===== src/rtl/mod_step_counter.sv =====
// mod_step_counter: modulo/saturating up-down counter with variable step, clear/load,
// registered boundary pulse and sticky overflow flag.
module mod_step_counter #(
  parameter int     WIDTH    = 8,
  parameter longint MODULUS  = 256,
  parameter bit     SATURATE = 1'b0
) (
  input  logic             clk,
  input  logic             reset,
  input  logic             enable,
  input  logic             clear,
  input  logic             load,
  input  logic [WIDTH-1:0] load_value,
  input  logic             up,
  input  logic [WIDTH-1:0] step,
  output logic [WIDTH-1:0] count,
  output logic             boundary,
  output logic             overflow_sticky
);
  localparam logic [WIDTH:0] MAX = (WIDTH+1)'(MODULUS - 1);
  localparam logic [WIDTH:0] MOD = (WIDTH+1)'(MODULUS);
  logic [WIDTH-1:0] count_q, count_d;
  logic             boundary_q, boundary_d;
  logic             sticky_q, sticky_d;
  logic [WIDTH:0]   cw, lv, st, s, sum, nxt_up, nxt_dn, nxt, ld;
  logic             over_up, under_dn, hit;
  // One extra bit keeps sums and the wrapped-down value exact before range compare.
  always_comb begin
    cw       = {1'b0, count_q};
    lv       = {1'b0, load_value};
    st       = {1'b0, step};
    s        = st > MAX ? MAX : st;
    ld       = lv > MAX ? MAX : lv;
    sum      = cw + s;
    over_up  = sum > MAX;
    under_dn = s > cw;
    nxt_up   = over_up ? (SATURATE ? MAX : sum - MOD) : sum;
    nxt_dn   = under_dn ? (SATURATE ? '0 : cw + MOD - s) : cw - s;
    nxt      = up ? nxt_up : nxt_dn;
    hit      = up ? over_up : under_dn;
    count_d    = clear ? '0 : load ? ld[WIDTH-1:0] : enable ? nxt[WIDTH-1:0] : count_q;
    boundary_d = !clear && !load && enable && hit;
    sticky_d   = !clear && (sticky_q || boundary_d);
  end
  always_ff @(posedge clk or negedge reset) begin
    if (!reset) begin
      count_q    <= '0;
      boundary_q <= 1'b0;
      sticky_q   <= 1'b0;
    end else begin
      count_q    <= count_d;
      boundary_q <= boundary_d;
      sticky_q   <= sticky_d;
    end
  end
  assign count           = count_q;
  assign boundary        = boundary_q;
  assign overflow_sticky = sticky_q;
endmodule


===== config.mk =====
export PLATFORM = sky130hd
export DESIGN_NAME = mod_step_counter
export DESIGN_NICKNAME = d
export VERILOG_FILES = /design/src/rtl/mod_step_counter.sv
export SDC_FILE = /design/constraint.sdc
export NUM_CORES = 1
export LEC_CHECK = 0
export CORE_MARGIN = 5
export CORE_UTILIZATION = 49
export CTS_CLUSTER_SIZE = 40
export DETAILED_ROUTE_END_ITERATION = 10
export PLACE_DENSITY = 0.84
export SLEW_MARGIN = 25
export SYNTH_ARGS = -nofsm -noshare
export SYNTH_HDL_FRONTEND = slang
export SYNTH_SLANG_ARGS = --single-unit

===== constraint.sdc =====
create_clock -name clk -period 2.26 [get_ports clk]
set_clock_uncertainty 0.15 [all_clocks]
set_input_delay 0.678 -clock clk [delete_from_list [all_inputs] [get_ports clk]]
set_output_delay 0.678 -clock clk [all_outputs]
set_load 0.005 [all_outputs]

==> results of run 1 <==
cell families (layout without fill, tap and decap cells):
logic type	Yosys count	after routing	share of synthesized area, %
xor gates and xnor gates	3	3	2.13
and+or+nand+nor	46	46	20.0
DFF	10	10	20.2
muxes	3	3	2.53
adders and majority gates	18	18	19.4
buffers and inverters	25	94	10.2
AOI/OAI and AO/OA	43	43	25.4
worst reg2reg max path: cells and delay by family (launching register included):
kind	cells	cell delay, ps
AOI/OAI and AO/OA	4	670
adders and majority gates	2	540
buffers and inverters	2	120
DFF	1	410
xor gates and xnor gates	1	180
per-stage QoR:
step                      instance area (µm²)  total power [mW]  worst slack (ps)  utilization [%]  cells
final                                    2110             0.896             -10.8             85.9    247
after floorplan                          1260             0.416              26.7                -    148
after CTS                                2030             0.834              20.6             82.7    243
after global placement                   1810             0.586              -579             73.5    236
after global routing                     2110             0.943             -48.1             85.9    247
after detailed placement                 1810             0.603              -692             73.5    236
how the worst max path moves through the flow:
| stage | start | slack (ps) | end | depth (start not counted) |
|---|---|---|---|---|
| floorplan | step[2] | 30 | count[5] | 8 |
| global placement | step[1] | -580 | count[7] | 8 |
| detailed placement | step[0] | -690 | count[6] | 9 |
| CTS | step[6] | 20 | count[7] | 7 |
| global route | step[6] | -50 | count[7] | 7 |
| finish | step[6] | -10 | count[7] | 7 |
what timing repair did:
| action | in CTS | in global routing |
|---|---|---|
| endpoints found under the setup margin | 9 | 9 |
| buffers inserted | 3 | 4 |
| resized for setup | 41 | 24 |
| pin swaps | 22 | 22 |
| cloned | 0 | 0 |
synth_stat cells (2+ instances only):
master / count / area [µm²]
a221oi_1: 2 / 17.5
nand2_1: 9 / 33.8
a31oi_1: 2 / 12.5
buf_2: 2 / 10.0
fa_1: 2 / 40.0
nor3_1: 4 / 20.0
o22ai_1: 2 / 12.5
ha_1: 16 / 200
nor2b_1: 3 / 18.8
mux2i_1: 2 / 20.0
inv_1: 18 / 67.6
a21o_1: 2 / 15.0
o211a_1: 2 / 20.0
o31ai_1: 2 / 15.0
nor2_1: 10 / 37.5
nand2b_1: 4 / 25.0
xnor2_1: 2 / 17.5
a21oi_1: 10 / 50.1
dfrtp_1: 10 / 250
a211oi_1: 2 / 15.0
buf_6: 4 / 45.0
a22oi_1: 7 / 52.6
or4_1: 2 / 15.0
o21ai_0: 3 / 15.0
nand3_1: 6 / 30.0
power by group through the flow:
stage	Sequential, mW	Combinational, mW	Clock, mW
2_1_floorplan	0.214	0.203	0
3_3_place_gp	0.216	0.369	0
3_5_place_dp	0.218	0.385	0
4_1_cts	0.220	0.450	0.165
5_1_grt	0.224	0.545	0.174
6_report	0.221	0.513	0.162
sequential cells by signal (all words and copies together), names as in the netlist:
| register | count |
|---|---|
| count | 8 |
| boundary | 1 |
| overflow_sticky | 1 |
area by class of cell:
cell class,count,area [µm²]
clock buffers,4,36.3
inverters,18,67.6
multi-input cells,113,1110
well taps,30,37.5
flip-flops and latches,10,251
fillers,111,347
repair buffers,72,608
routing by layer:
layer / vias to the layer above / track usage (%) / part of all wire (%)
li1: 674 / - / -
met1: 688 / 31.4 / 39
met2: 101 / 45.4 / 49
met3: 22 / 5.40 / 9.1
met4: 0 / 10.8 / 3.0
met5: - / 0 / 0
==> flow_metrics.tcl, run 1 <==
set metrics [dict create \
    outcome "finished, violations left" \
    violations "setup timing" \
    grt_pass1_vias 1554 \
    mostFrequentLayoutCell "buf_4" \
    drt_iter0_drc 86 \
    hpwl_mm 3.05 \
    drtPass1Iterations 4 \
    criticalPathCategory "input pin to flop" \
    fp.coreArea_um2 2450 \
    drive_gt1_share_pct 42.9 \
    fin_ws_ps -10.8 \
    place.gp.congestion 0.898 \
    hold_viol_final 0 \
    crit_fanout 4 \
    layout_common_cells "buf_4 (40), clkdlybuf4s50_1 (25), inv_1 (10)" \
    rows 18 \
    syn_nets 188 \
    ys_ff_latch 10 \
    slew_headroom_pct 68.4 \
    syn_to_final_growth_pct 70.5 \
    hold_class "flop to flop" \
    slowest_stage "clkdlybuf4s50_1" \
    drv_slew 0 \
    timing.final.crit_share_pct 100 \
    synth_cell_type_count 45 \
    cts_buffer_depth 2 \
    hold_end "overflow_sticky" \
    grt_pass1_wl_mm 7.13 \
    cts_max_level 1 \
    vias 1485 \
    hold_start "overflow_sticky" \
    antennaDiodeCount 0 \
    worstPathRequired_ps 2260 \
    clock_latency_ps 270 \
    ant_nets 0 \
    leakage_nw 0.943 \
    hold_depth 2 \
    vias_per_cell 6.01 \
    ios 32 \
    clk_pin_slew_ps 80 \
    synth_edf_count 0 \
    grt_max_degree 12 \
    max_stage_delay_ps 480 \
    switchingPower_mw 0.333 \
    power_frac_seq_pct 24.7 \
    fp.dieH_um 60.2 \
    crit_chain "clkdlybuf4s50_1, inv_1, ha_4, a2111oi_2, a311oi_2, mux2i_1, or2_1" \
    initial_utilization_pct 50.4 \
    async_reset_ff_share_pct 100 \
    setup_viol 1 \
    cts_tree "built" \
    die-area_um2 3630 \
    cts_sinks 10 \
    clockPowerShare_pct 18.0 \
    cp.arrival_ps 2270 \
    ys_seq_area_share_pct 20.2 \
    worst-r2r-setup-slack_ps 90 \
    nNetsFinal 258 \
    cp-start-kind "input pin" \
    drcViolationCount 0 \
    port-buffer-count 31 \
    worstReg2RegStart "count[0]" \
    rsz0062_at_grt "yes" \
    timing.rr.end "count[6]" \
    path_delay_family "buffers and inverters" \
    synth.avg_cell_area_um2 8.35 \
    synth_flop_cell "dfrtp_1" \
    cap_viol_max_count 0 \
    irDropWorstVdd_uv 544 \
    ctsHoldBuffers 0 \
    worst_pin_slew_ps 473 \
    routed_wl_mm 4.65 \
    clockRootBuffer "clkbuf_4" \
    yosysWarnings 0 \
    fp.dieW_um 60.2 \
    max_freq_mhz 440 \
    powerDensity_nw_per_um2 425 \
    cp.buffers_inverters 2 \
    cts-buffers-inserted 3 \
    whs_ps 448 \
    p_sw_share_pct 37.1 \
    p_comb_share_pct 57.2 \
    drt-wirelength-per-cell_um 18.8 \
    synth_cells 148 \
    setup_tns_ps -10.8 \
    p_int_mw 0.563 \
    netlist_area_um2 1240 \
    gr-usage-all-layers_pct 26.3 \
    grt_overflow 0 \
    reg2regPathDepth 9 \
    antenna_found_initial 0 \
    period_needed_ps 2270 \
    cp-end-kind "flop" \
]
(Power assumes the default switching activity.)
==> run 2, diff against run 1 <==
==> constraint.sdc (replaced) <==
create_clock -name clk -period 2.26 [get_ports clk]
set_clock_uncertainty 0.15 [all_clocks]
set_input_delay 0.452 -clock clk [delete_from_list [all_inputs] [get_ports clk]]
set_output_delay 0.452 -clock clk [all_outputs]
set_load 0.005 [all_outputs]
==> run 2 against run 1 <==
  * The flow now finishes without violations
  * Worst setup slack better by 18 ps
  * Utilization down 4.8 points
  * Clock-buffer cell count unchanged
  * Power down 3.1%
  * First-iteration DRC count down 15%
  * Final cell count down 1.6%
  * Hold slack worse by 97 ps
  * Clock power up 6%
  * Via count down 2.6%
  * Fmax up 0.81%
  * Sequential power down 3%
  * Critical endpoint is now count[6]
==> flow_metrics.tcl, run 2 (same netlist as run 1, synthesis figures left out) <==
set metrics [dict create \
    max_freq_mhz 444 \
    cts_tree "built" \
    multi_input_area_um2 1000 \
    ant_nets 0 \
    irDropWorstVdd_uv 472 \
    cap_viol_max_count 0 \
    setup_tns_ps 0 \
    fp.dieH_um 60.2 \
    slowest_stage "dfrtp_1" \
    cts_buffer_depth 2 \
    vias_per_cell 5.95 \
    place.gp.congestion 0.887 \
    n_fill_cell 153 \
    placed_cells_incl_taps 229 \
    fin_ws_ps 7.52 \
    antennaDiodeCount 0 \
    cp-start-kind "flop" \
    drt_iter0_drc 73 \
    powerDensity_nw_per_um2 436 \
    vias 1447 \
    worst_pin_slew_ps 505 \
    setup_viol 0 \
    layout_common_cells "buf_4 (36), clkdlybuf4s50_1 (25), inv_1 (12)" \
    instances_no_fill 243 \
    place_area_um2 1730 \
    cts_max_level 1 \
    nNetsFinal 254 \
    reg2regPathDepth 9 \
    crit_top_cell "inv_2" \
    ff_latch_area_um2 250 \
    grt_max_degree 14 \
    max_stage_delay_ps 410 \
    rsz0062_at_grt "yes" \
    grt_overflow 0 \
    outcome "finished, final reports clean" \
    drt-wirelength-per-cell_um 18.2 \
    post-place-ws_ps -497 \
    rows 18 \
    leakage_nw 0.945 \
    syn_to_final_growth_pct 61.0 \
    hpwl_mm 3.02 \
    crit_fanout 2 \
    cts-buffers-inserted 3 \
    port-buffer-count 31 \
    cts_sinks 10 \
    slew_headroom_pct 66.3 \
    whs_ps 351 \
    antenna_found_initial 0 \
    gr-usage-all-layers_pct 23.7 \
    cp-end-kind "flop" \
    fp.dieW_um 60.2 \
    ios 32 \
    drtPass1Iterations 4 \
    drv_slew 0 \
    timing.final.crit_share_pct 99.7 \
    drive_gt1_share_pct 32.9 \
    criticalPathCategory "flop to flop" \
    worstPathRequired_ps 2280 \
    clockRootBuffer "clkbuf_4" \
    utilization_pct 81.1 \
    hold_class "input pin to asynchronous set/reset pin" \
    crit_chain "inv_2, ha_4, inv_2, fa_2, a21oi_4, o211ai_1, a22oi_1, xor2_1, o22ai_1" \
    cp.arrival_ps 2270 \
    power_mw 0.868 \
    mostFrequentLayoutCell "buf_4" \
    finalInstanceArea_um2 1990 \
    ctsHoldBuffers 0 \
    routed_wl_mm 4.42 \
    clk_pin_slew_ps 70 \
    clock_latency_ps 280 \
    drcViolationCount 0 \
    hold_viol_final 0 \
    die-area_um2 3630 \
    grt_pass1_vias 1460 \
    largest_reg_flops 8 \
    initial_utilization_pct 50.4 \
    fp.coreArea_um2 2450 \
    period_needed_ps 2250 \
    grt_pass1_wl_mm 6.40 \
]
[run 2: changes by cell type in the layout (fill, tap and decap cells not counted), sizes merged]
cell and delta:
buf -5, clkbuf -3, clkdlybuf4s15 -2, dlygate4sd2 +2
dlymetal6s2s +4
[run 2: worst max-delay path, delay by kind of cell (launching register included)]
family / cells / cell delay, ps
buffers and inverters: 2 / 140
AO/OA/AOI/OAI: 4 / 710
adder cells (fa/ha/maj): 2 / 550
XOR/XNOR: 1 / 180
flip-flops: 1 / 410
[run 2: repair_timing]
| item | in CTS | in global routing |
|---|---|---|
| setup endpoints to repair | 7 | 7 |
| resized for setup | 26 | 14 |
| pin swaps | 10 | 11 |
| buffers inserted | 3 | 7 |
[run 2: area by class of cell]
class | instances | share of cell area (%)
clock buffers | 4 | 1.82
inverters | 18 | 3.39
multi-input cells | 113 | 50.2
flip-flops and latches | 10 | 12.6
well taps | 30 | 1.89
repair buffers | 68 | 30.1
[run 2: metal layers]
layer  global-route usage [%]  vias to the layer above  part of all wire, %
li1                         -                      668                    -
met1                     27.4                      683                   42
met2                     41.7                       80                   48
met4                     11.1                        0                  2.8
met3                     4.10                       16                  7.4
met5                        0                        -                    0
[run 2: path summary, 6_finish.rpt]
kind                                       from         endpoint  slack (ps)
worst max-delay path                   count[0]         count[6]           8
worst min register to register  overflow_sticky  overflow_sticky         410
max in group asynchronous                 reset         count[2]        1260
worst min-delay path                      reset         count[5]         350
min in group clk                overflow_sticky  overflow_sticky         410
worst max register to register         count[0]         count[6]           8
[run 2: report_power, final]
group | total (mW) | switching [mW] | internal, mW
clock network | 0.171 | 0.0726 | 0.0982
logic | 0.483 | 0.225 | 0.258
registers | 0.215 | 0.0210 | 0.194
